===== src/rtl/bin2bcd_pkg.sv =====
// Shared definitions for the sequential binary-to-BCD converter:
// FSM state encoding, BCD digit constants and a counter width helper.
package bin2bcd_pkg;

    typedef enum logic [1:0] {
        ST_IDLE = 2'd0,
        ST_CONV = 2'd1,
        ST_DONE = 2'd2
    } state_e;

    localparam int BCD_W = 4;
    localparam logic [BCD_W-1:0] ADJ_THRESH = 4'd5;
    localparam logic [BCD_W-1:0] ADJ_ADD    = 4'd3;
    localparam logic [BCD_W-1:0] BCD_NINE   = 4'd9;

    // Counter width that never collapses to zero bits for tiny ranges.
    function automatic int clog2_min1(input int value);
        return (value <= 2) ? 1 : $clog2(value);
    endfunction

endpackage


===== src/rtl/bcd_dabble_step.sv =====
// One double-dabble step over DIGITS BCD digits: every digit >= 5 gets +3,
// then the digit vector shifts left by one taking bit_i into the ones LSB.
// The bit leaving the top digit's MSB is returned as carry_o.
module bcd_dabble_step
    import bin2bcd_pkg::*;
#(
    parameter int DIGITS = 3
) (
    input  logic [DIGITS*BCD_W-1:0] digits_i,
    input  logic                    bit_i,
    output logic [DIGITS*BCD_W-1:0] digits_o,
    output logic                    carry_o
);

    logic [DIGITS*BCD_W-1:0] adj;

    // Add-3 correction on each digit before the shift.
    always_comb begin
        adj = '0;
        for (int d = 0; d < DIGITS; d++) begin
            if (digits_i[d*BCD_W +: BCD_W] >= ADJ_THRESH) begin
                adj[d*BCD_W +: BCD_W] = digits_i[d*BCD_W +: BCD_W] + ADJ_ADD;
            end else begin
                adj[d*BCD_W +: BCD_W] = digits_i[d*BCD_W +: BCD_W];
            end
        end
    end

    assign {carry_o, digits_o} = {adj, bit_i};

endmodule


===== src/rtl/seq_bin2bcd_multi.sv =====
// Sequential multi-channel binary-to-BCD converter. One shared dabble engine
// converts CHANNELS captured inputs one after another, BIN_W steps each, and
// writes each channel's digits and overflow flag into its own output slot.
// Optional build macro: BIN2BCD_SAT_EN -- overflowing channels show all nines.
//
// state   | meaning
// --------+------------------------------------------------------------
// ST_IDLE | waiting for a request, in_ready=1
// ST_CONV | engine shifting, one dabble step per clock, busy=1
// ST_DONE | all slots written, out_valid=1 until out_ready
module seq_bin2bcd_multi
    import bin2bcd_pkg::*;
#(
    parameter int BIN_W    = 8,
    parameter int DIGITS   = 3,
    parameter int CHANNELS = 2
) (
    input  logic                             clk,
    input  logic                             reset,
    input  logic                             in_valid,
    output logic                             in_ready,
    input  logic [CHANNELS*BIN_W-1:0]        bin_in,
    output logic                             out_valid,
    input  logic                             out_ready,
    output logic [CHANNELS*DIGITS*BCD_W-1:0] bcd_out,
    output logic [CHANNELS-1:0]              ovf,
    output logic                             busy
);

    localparam int STEP_W = clog2_min1(BIN_W);
    localparam int CH_W   = clog2_min1(CHANNELS);
    localparam int DIG_W  = DIGITS * BCD_W;
    localparam int CAP_W  = CHANNELS * BIN_W;
    localparam int OUT_W  = CHANNELS * DIG_W;

    localparam logic [STEP_W-1:0] STEP_LOAD = STEP_W'(BIN_W - 1);
    localparam logic [CH_W-1:0]   CH_LAST   = CH_W'(CHANNELS - 1);

    state_e            state_q, state_d;
    logic [CAP_W-1:0]  cap_q, cap_d;
    logic [BIN_W-1:0]  shift_q, shift_d;
    logic [DIG_W-1:0]  dig_q, dig_d;
    logic              sticky_q, sticky_d;
    logic [STEP_W-1:0] step_q, step_d;
    logic [CH_W-1:0]   ch_q, ch_d;
    logic [OUT_W-1:0]  bcd_q, bcd_d;
    logic [CHANNELS-1:0] ovf_q, ovf_d;

    logic [DIG_W-1:0]  dig_step;
    logic              carry_step;
    logic              sticky_step;
    logic [DIG_W-1:0]  slot_dig;

    bcd_dabble_step #(
        .DIGITS (DIGITS)
    ) u_step (
        .digits_i (dig_q),
        .bit_i    (shift_q[BIN_W-1]),
        .digits_o (dig_step),
        .carry_o  (carry_step)
    );

    // Once any bit falls off the top digit the channel is overflowed for good.
    assign sticky_step = sticky_q | carry_step;

`ifdef BIN2BCD_SAT_EN
    assign slot_dig = sticky_step ? {DIGITS{BCD_NINE}} : dig_step;
`else
    assign slot_dig = dig_step;
`endif

    // Next-state, engine datapath and slot write decisions.
    always_comb begin
        state_d  = state_q;
        cap_d    = cap_q;
        shift_d  = shift_q;
        dig_d    = dig_q;
        sticky_d = sticky_q;
        step_d   = step_q;
        ch_d     = ch_q;
        bcd_d    = bcd_q;
        ovf_d    = ovf_q;

        case (state_q)
            ST_IDLE: begin
                if (in_valid) begin
                    state_d  = ST_CONV;
                    shift_d  = bin_in[BIN_W-1:0];
                    cap_d    = bin_in >> BIN_W;
                    dig_d    = '0;
                    sticky_d = 1'b0;
                    step_d   = STEP_LOAD;
                    ch_d     = '0;
                end
            end
            ST_CONV: begin
                dig_d    = dig_step;
                sticky_d = sticky_step;
                shift_d  = shift_q << 1;
                step_d   = step_q - 1'b1;
                if (step_q == '0) begin
                    for (int c = 0; c < CHANNELS; c++) begin
                        if (CH_W'(c) == ch_q) begin
                            bcd_d[c*DIG_W +: DIG_W] = slot_dig;
                            ovf_d[c]                = sticky_step;
                        end
                    end
                    // Next channel is loaded on the same edge its predecessor retires.
                    shift_d  = cap_q[BIN_W-1:0];
                    cap_d    = cap_q >> BIN_W;
                    dig_d    = '0;
                    sticky_d = 1'b0;
                    step_d   = STEP_LOAD;
                    if (ch_q == CH_LAST) begin
                        state_d = ST_DONE;
                        ch_d    = '0;
                    end else begin
                        ch_d = ch_q + 1'b1;
                    end
                end
            end
            ST_DONE: begin
                if (out_ready) begin
                    state_d = ST_IDLE;
                end
            end
            default: begin
                state_d = ST_IDLE;
            end
        endcase
    end

    // State and datapath registers; reset drops any partial conversion.
    always_ff @(posedge clk or posedge reset) begin
        if (reset) begin
            state_q  <= ST_IDLE;
            cap_q    <= '0;
            shift_q  <= '0;
            dig_q    <= '0;
            sticky_q <= 1'b0;
            step_q   <= '0;
            ch_q     <= '0;
            bcd_q    <= '0;
            ovf_q    <= '0;
        end else begin
            state_q  <= state_d;
            cap_q    <= cap_d;
            shift_q  <= shift_d;
            dig_q    <= dig_d;
            sticky_q <= sticky_d;
            step_q   <= step_d;
            ch_q     <= ch_d;
            bcd_q    <= bcd_d;
            ovf_q    <= ovf_d;
        end
    end

    assign in_ready  = (state_q == ST_IDLE);
    assign busy      = (state_q == ST_CONV);
    assign out_valid = (state_q == ST_DONE);
    assign bcd_out   = bcd_q;
    assign ovf       = ovf_q;

endmodule


===== config.mk =====
export PLATFORM = sky130hd
export DESIGN_NAME = seq_bin2bcd_multi
export DESIGN_NICKNAME = d
export VERILOG_FILES = /design/src/rtl/bin2bcd_pkg.sv /design/src/rtl/bcd_dabble_step.sv /design/src/rtl/seq_bin2bcd_multi.sv
export SDC_FILE = /design/constraint.sdc
export NUM_CORES = 1
export LEC_CHECK = 0
export ABC_AREA = 0
export CORE_AREA = 8 8 88 90
export CTS_CLUSTER_SIZE = 25
export DETAILED_ROUTE_END_ITERATION = 6
export DIE_AREA = 0 0 96 98
export PLACE_DENSITY = 0.7
export SETUP_SLACK_MARGIN = 0.3
export SLEW_MARGIN = 20
export SYNTH_ARGS = -nofsm -noshare
export SYNTH_HDL_FRONTEND = slang
export SYNTH_HIERARCHICAL = 1
export SYNTH_SLANG_ARGS = --single-unit

===== constraint.sdc =====
create_clock -name clk -period 1.8 [get_ports clk]
set_input_delay 0.18 -clock clk [delete_from_list [all_inputs] [get_ports clk]]
set_output_delay 0.18 -clock clk [all_outputs]
set_load 0.03 [all_outputs]

* Yosys cells after proc, flatten, opt, wreduce, memory -nomap -nowiden *
Index checks and enable logic that the tools add are counted.

storage, ports and cells
  register bits after elaboration = 69
  input bits = 20
  output and inout bits = 29
  word-level logic and storage cells = 61

operators by class
  reductions and logical operators = 8
  equality and inequality tests = 6
  magnitude comparators = 3
  bitwise logic cells = 2
  add/subtract/negate cells = 5
  muxes and demuxes = 26

operators by type and width
  operator                                                                             number
  16-bit two-way mux                                                                   2
  16-bit case mux with 2 select lines                                                  1
  12-bit two-way mux                                                                   2
  12-bit case mux with 2 select lines                                                  1
  8-bit two-way mux                                                                    2
  8-bit case mux with 2 select lines                                                   1
  4-bit by 2-bit adder with 4-bit output, second input constant                        3
  4-bit by 3-bit greater-or-equal comparator with 1-bit output, second input constant  3
  4-bit two-way mux                                                                    3
  3-bit AND reduction                                                                  3
  2-bit two-way mux                                                                    4
  3-bit two-way mux                                                                    2
  2-bit by 1-bit != test with 1-bit output, second input constant                      3
  2-bit case mux with 3 select lines                                                   1
  3-bit case mux with 2 select lines                                                   1
  1-bit two-way mux                                                                    4
  1-bit case mux with 2 select lines                                                   2
  4-bit AND reduction                                                                  1
  3-bit logical NOT                                                                    1
  3-bit by 1-bit subtractor with 3-bit output, second input constant                   1
  2-bit by 1-bit equality test with 1-bit output, second input constant                1
  2-bit equality test, second input constant                                           1
  2-bit logical NOT                                                                    1
  2-bit != test, second input constant                                                 1
  5 further kinds                                                                      5

* Depth between registers and ports, before layout *
Gate-level depths: netlist of the first run.

  word-level depth = 5
  depth in mapped cells = 8

* Cells and area by module *
The synthesis of the first run kept the hierarchy.

modules (own cells, without submodules)
  module             cells each  area each (um^2)  times used
  seq_bin2bcd_multi  180         2557.5            1
  bcd_dabble_step    49          311.5             1

* Worst setup path after synthesis of the first run *
OpenSTA, ideal clock, no wires.

  path kind = register to register
  from = reg step_q[0]
  to = reg bcd_q[0] (netlist: bcd_out[0])
  stages on the path, launching flop included = 9
  path slack = -0.044 ns
  data arrival time = 1.719 ns
  clock period less this slack = 1.844 ns
  path through = dfrtp_1 inv_1 ha_1 nand2b_4 buf_6 or3_4 buf_6 buf_12 mux2_4

between the ends
  word-level cells in the longest chain between the ends = 2

RTL lines
  element                        RTL line                  text
  start: declaration             seq_bin2bcd_multi.sv:44   logic [STEP_W-1:0] step_q, step_d;
  start signal: assignment       seq_bin2bcd_multi.sv:151  step_q <= step_d;
  3-bit logical NOT              seq_bin2bcd_multi.sv:101  if (step_q == '0) begin
  3-bit AND reduction (no line)  --
  end signal: assignment         seq_bin2bcd_multi.sv:143  bcd_q <= '0;
  end signal: assignment         seq_bin2bcd_multi.sv:153  bcd_q <= bcd_d;
  end: declaration               seq_bin2bcd_multi.sv:46   logic [OUT_W-1:0] bcd_q, bcd_d;

Every way passes these cells.
A chain may end at the register's enable or synchronous reset.

* Worst setup path after layout of the first run *
  from = reg step_q[0]
  to = reg ovf_q[0] (netlist: ovf[0])

between the ends
  word-level cells in the longest chain between the ends = 2

RTL lines
  element                        RTL line                  text
  3-bit logical NOT              seq_bin2bcd_multi.sv:101
  3-bit AND reduction (no line)  --
  end signal: assignment         seq_bin2bcd_multi.sv:154  ovf_q <= ovf_d;
  end: declaration               seq_bin2bcd_multi.sv:47   logic [CHANNELS-1:0] ovf_q, ovf_d;

Every way passes these cells.

==> results.json, run 1 <==
{
  "wirelength_microns": 6930,
  "dp_hpwl_microns": 4561,
  "yosys.area.top_type": "dfrtp_1",
  "antenna_left": 0,
  "vias": 2137,
  "cap_violations": 0,
  "synth_cell_types": 38,
  "syn_avg_cell_area_sq_um": 12.53,
  "rsz0062_at_grt": "yes",
  "p_seq_share_pct": 31.1,
  "path_class": "reg -> reg",
  "clockRootBuffer": "clkbuf_8",
  "clk_pin_slew_ns": 0.06,
  "slew_headroom_pct": 70.62,
  "rows": 30,
  "place_congestion": 0.7724,
  "final_util_pct": 63.12,
  "antenna_found_initial": 0,
  "ys.flop_type": "dfrtp_1",
  "postCtsHoldBufs": 0,
  "ys_seq_area_share_pct": 53.21,
  "timing.rr.start": "step_q[0]",
  "hold_viol": 0,
  "synthesis.nets": 257,
  "clkPwrFrac_pct": 15.7,
  "area_delta_synth_final_pct": 42.87,
  "grt_first_pass_wirelength_microns": 11380,
  "dieArea_sq_um": 9408,
  "power_uw": 7855,
  "synth_warnings": 6,
  "grt_pass1_vias": 2292,
  "start_kind": "flip-flop",
  "io_buffers": 48,
  "cellInternalPower_uw": 4763,
  "die_h_microns": 98,
  "clock_path_buffers": 2,
  "async_flop_share_pct": 100.0,
  "coreArea_sq_um": 6494,
  "drive_gt1_share_pct": 39.94,
  "finalSetupViolations": 0,
  "cp-startpoint": "step_q[0]",
  "yosysMostFrequentCell": "dfrtp_1",
  "skew_ns": 0.007137,
  "synth_cells": 229,
  "power.switching_uw": 3091,
  "cpPeakStageDelay_ns": 0.42,
  "yosysTopAreaCellShare_pct": 53.21,
  "crit_required_ns": 2.02,
  "grtUsageTotal_pct": 15.47,
  "finalNetCount": 342,
  "die_w_microns": 96,
  "cts_tree": "done",
  "power_density_nw_per_um2": 1916,
  "cp.arrival_ns": 1.77,
  "ir_worst_vdd_v": 0.0009656,
  "syn_area_sq_um": 2869,
  "drv_slew": 0,
  "fillers": 526,
  "start_util_pct": 44.18,
  "via_per_inst": 5.369,
  "fmaxAchievable_mhz": 644.2,
  "fin_crit_ns": 1.552,
  "grt_max_degree": 26,
  "path_max_fanout": 7,
  "cp_cell_sequence": "inv_2, ha_4, nand2b_4, or3_4, mux2_4",
  "p_sw_share_pct": 39.36,
  "drtIter0Drc": 92,
  "p_leak_uw": 0.002026,
  "status": "completed",
  "hold_path.class": "in -> async",
  "worstSkewPairLatency_ns": 0.34,
  "endpoint_kind": "flip-flop",
  "clkSinkCount": 61,
  "critPathSlowestCell": "or3_4",
  "synthTopCellsByCount": "dfrtp_1, a22o_1, mux2_2",
  "io_pins": 49,
  "synth_edf_count": 0,
  "htreeDepth": 3,
  "dr.pass1.iters": 4,
  "synth_area_leaders": "dfrtp_1, a22o_1, mux2_2, mux2_4, ha_1",
  "cts_made_buffers": 9,
  "overflow": 0,
  "p_comb_share_pct": 53.3,
  "tightest_slew_ns": 0.4398,
  "period_share_pct": 86.24,
  "drc": 0,
  "avgRoutedWirePerCell_microns": 17.41,
  "antenna_cells": 0,
  "synth-seq-cells": 61
}
## power by group through the flow
stage / Sequential (uW) / Combinational [uW] / Clock (uW)
final: 2440 / 4180 / 1230
after CTS: 2410 / 3860 / 1260
after floorplan: 2810 / 2020 / 0
after global placement: 2400 / 3460 / 0
after detailed placement: 2430 / 3540 / 0
after global routing: 2510 / 4500 / 1320
## stage by stage
| step | worst slack (ns) | std cells | instance area (sq um) | setup TNS [ns] | hold slack [ns] |
|---|---|---|---|---|---|
| 6_report | 0.2476 | 398 | 4099 | 0 | 0.1963 |
| 5_1_grt | 0.2041 | 398 | 4099 | 0 | 0.2313 |
| 4_1_cts | 0.2370 | 391 | 3943 | 0 | 0.1965 |
| 3_5_place_dp | 0.05283 | 360 | 3553 | 0 | 0.4642 |
| 3_3_place_gp | 0.08806 | 360 | 3553 | 0 | 0.4550 |
| 2_1_floorplan | -0.002548 | 229 | 2942 | -0.02548 | 0.2877 |
## cell families after synthesis
family / count (synthesis) / synth area share (%)
AOI/OAI and AO/OA: 56 / 14.70
xor gates and xnor gates: 3 / 0.9160
adders and majority gates: 8 / 3.489
buffers and inverters: 22 / 4.317
DFF: 61 / 53.21
muxes: 36 / 15.00
and+or+nand+nor: 43 / 8.374
## cells in the final DEF (no fill, tap or decap), types with 3 or more instances in the layout
cell type        count
clkdlybuf4s50_1     19
a21oi_4              4
mux2_4              20
nand2b_1             5
a21oi_1              4
a22o_1              21
nand2_1             13
mux2i_1              7
buf_12               3
mux2_2               6
dfrtp_1             58
clkbuf_8            11
dfrtp_2              3
nor2_1               6
o21ai_1              4
dlygate4sd2_1       26
o32ai_1              4
nor2b_1              4
a22oi_1              4
buf_4               31
buf_2                3
inv_2                8
o21ai_0              6
mux2i_2              3
nand2b_4             5
a211oi_1             5
ha_4                 6
xnor2_2              3
## area by class of cell
| class | count | area [sq um] | share of cell area [%] |
|---|---|---|---|
| Inverter | 11 | 47.55 | 1.160 |
| Tap cell | 80 | 100.1 | 2.442 |
| Timing Repair Buffer | 84 | 748.2 | 18.25 |
| Clock inverter | 4 | 47.55 | 1.160 |
| Sequential cell | 61 | 1530 | 37.33 |
| Clock buffer | 11 | 151.4 | 3.694 |
| Multi-Input combinational cell | 147 | 1474 | 35.96 |
## worst max-delay path, delay by kind of cell (launching register included)
kind	cells	cell delay, ns
mux	1	0.32
simple gates	2	0.49
buf+inv	1	0.08
flops	1	0.39
fa+ha+maj	1	0.15
## routing by layer
metal	GRT usage, %	wire length, microns	part of all wire [%]
met1	19.49	3068	44
met2	23.44	3326	48
met3	4.375	407	5.9
met4	7.574	127	1.8
met5	0	0	0
## timing repair
item	in CTS	in global routing
cloned	1	0
buffers inserted	15	7
endpoints found under the setup margin	80	53
resized for setup	70	21
pin swaps	9	5
## final timing paths
kind,slack [ns],cells past startpoint,endpoint
worst min register to register,0.50,1,bcd_out[20]
min in group clk,0.40,2,state_q[1]
worst min-delay path,0.20,2,cap_q[6]
worst max-delay path,0.25,5,ovf[0]
worst max register to register,0.25,5,ovf[0]
max in group asynchronous,1.13,3,dig_q[4]
## state kept, by name (all words and copies together) (netlist names)
signal,flops
cap_q,8
shift_q,8
ovf,2
sticky_q,1
ch_q,1
step_q,3
bcd_out,24
state_q,2
dig_q,12
No activity file was read; power rests on OpenSTA's default activity.
==> run 2, diff against run 1 <==
Settings changed: CORE_AREA 8 8 88 90 to 8 8 82 84, DIE_AREA 0 0 96 98 to 0 0 90 92, DONT_BUFFER_PORTS from default to 1, PLACE_DENSITY 0.7 to 0.68.
==> results.json, run 2 (synthesis results as in run 1) <==
{
  "antenna_left": 0,
  "via_per_inst": 5.666,
  "htreeDepth": 3,
  "globalRouteMet2Util_pct": 25.28,
  "rows": 27,
  "finalSetupViolations": 0,
  "endpoint_kind": "flip-flop",
  "rsz0062_at_grt": "yes",
  "crit_required_ns": 2.04,
  "clockRootBuffer": "clkbuf_8",
  "drive_gt1_share_pct": 44.17,
  "tightest_slew_ns": 0.6791,
  "fillers": 365,
  "final_common_cell": "dfrtp_1",
  "use_met1_pct": 20.01,
  "slew_headroom_pct": 54.63,
  "cp.arrival_ns": 1.81,
  "holdPathStages": 2,
  "worst_r2r_path_depth": 6,
  "cap_violations": 0,
  "io_pins": 49,
  "crit_end": "ovf[0]",
  "regArea_sq_um": 1530,
  "final_cell_mix": "dfrtp_1, buf_4, mux2_4, a22o_1, nand2_1",
  "finalNetCount": 306,
  "dp_slack_ns": 0.08343,
  "avgRoutedWirePerCell_microns": 20.01,
  "vias": 2017,
  "hold_start": "bin_in[4]",
  "timing.rr.start": "dig_q[8]",
  "coreArea_sq_um": 5405,
  "busiest_layer": "met2",
  "place_congestion": 0.7704,
  "antenna_found_initial": 1,
  "status": "completed",
  "start_kind": "flip-flop",
  "dp_hpwl_microns": 4166,
  "drv_slew": 0,
  "grtUsageTotal_pct": 16.30,
  "setup_ws_ns": 0.2245,
  "dieArea_sq_um": 8280,
  "place_area_sq_um": 3043,
  "cp-startpoint": "dig_q[8]",
  "dr.pass1.iters": 4,
  "fin_crit_ns": 1.576,
  "grt_first_pass_wirelength_microns": 10690,
  "path_class": "reg -> reg",
  "met3_usage_pct": 5.297,
  "grt_pass1_vias": 2023,
  "clk_pin_slew_ns": 0.07,
  "hold_ws_ns": 0.04478,
  "period_share_pct": 87.53,
  "reg2reg_setup_slack_ns": 0.22,
  "p_leak_uw": 0.001843,
  "fmaxAchievable_mhz": 634.7,
  "grt_max_degree": 31,
  "io_buffers": 0,
  "wirelength_microns": 7123,
  "ir_worst_vdd_v": 0.001157,
  "power_density_nw_per_um2": 2042,
  "r2r_end": "ovf[0]",
  "clock_path_buffers": 2,
  "worstSkewPairLatency_ns": 0.35,
  "path_max_fanout": 5,
  "multi_input_area_sq_um": 1515,
  "die_h_microns": 92,
  "cts_tree": "done",
  "postLayoutCellArea_sq_um": 3851,
  "die_w_microns": 90,
  "area_delta_synth_final_pct": 34.23,
  "cts_made_buffers": 9,
  "largest_reg_flops": 24,
  "clkSinkCount": 61,
  "hold_viol": 0,
  "drtIter0Drc": 86,
  "overflow": 0,
  "start_util_pct": 53.08,
  "skew_ns": 0.01095,
  "hold_path.class": "in -> reg",
  "drc": 0
}
-- run 2: changes by cell type in the layout (fill, tap and decap cells not counted), moves of 2 or more --
cell	previous run	this run
buf_2	3	0
mux2_2	6	4
dlygate4sd3_1	0	12
clkdlybuf4s50_1	19	0
buf_4	31	29
dlygate4sd2_1	26	0
mux2_4	20	22
-- run 2: timing repair --
item                                   4_1_cts  5_1_grt
setup endpoints to repair                   54       55
gates resized for setup                     30       27
pin swaps                                    9       14
cloned                                       1        3
hold buffers                                12        0
setup buffers                               10       10
endpoints found under the hold margin       39        0
-- run 2: how the worst min path moves through the flow --
stage and to:
2_1_floorplan bcd_out[0], 3_3_place_gp bcd_out[22], 3_5_place_dp bcd_out[22], 4_1_cts shift_q[4], 5_1_grt shift_q[4], 6_report shift_q[4]
-- run 2: layer usage --
layer  routed length [microns]  share of wire (%)
met1                      3130                 44
met2                      3383                 47
met3                       442                6.2
met4                       166                2.3
met5                         0                  0
-- run 2: through the flow --
step | util (%) | total power [uW] | TNS, ns | cells
floorplan | - | 4826 | -0.02548 | 229
global placement | 56.30 | 5296 | 0 | 303
detailed placement | 56.30 | 5375 | 0 | 303
CTS | 67.08 | 7361 | 0 | 342
global route | 71.25 | 8282 | 0 | 356
finish | 71.25 | 7865 | 0 | 356
-- run 2: final cells by class --
class,count,share of cell area [%]
Antenna cell,1,0.06498
Multi-Input combinational cell,148,39.34
Timing Repair Buffer,47,11.44
Sequential cell,61,39.73
Inverter,11,1.235
Clock inverter,4,1.819
Tap cell,72,2.339
Clock buffer,12,4.029
-- run 2: critical path, stage by stage, from the launching register on --
cell      delay (ns)
dfrtp_2         0.44
ha_2            0.20
nand2b_4        0.17
nand2b_4        0.08
o21ai_2         0.06
or2_4           0.26
mux2_4          0.26
-- run 2: power breakdown --
part           leakage [uW]  internal [uW]  switching [uW]  total, uW
Clock              0.000116            851             555       1410
Combinational      0.000954           1890            1570       3460
Sequential         0.000773           1960            1040       3000
Total               0.00184           4700            3160       7860
==> run 3, diff against run 2 <==
Settings changed: SLEW_MARGIN 20 to 40.
==> results of run 3 <==
The final DEF is identical to that of run 2; final timing and power are the same.
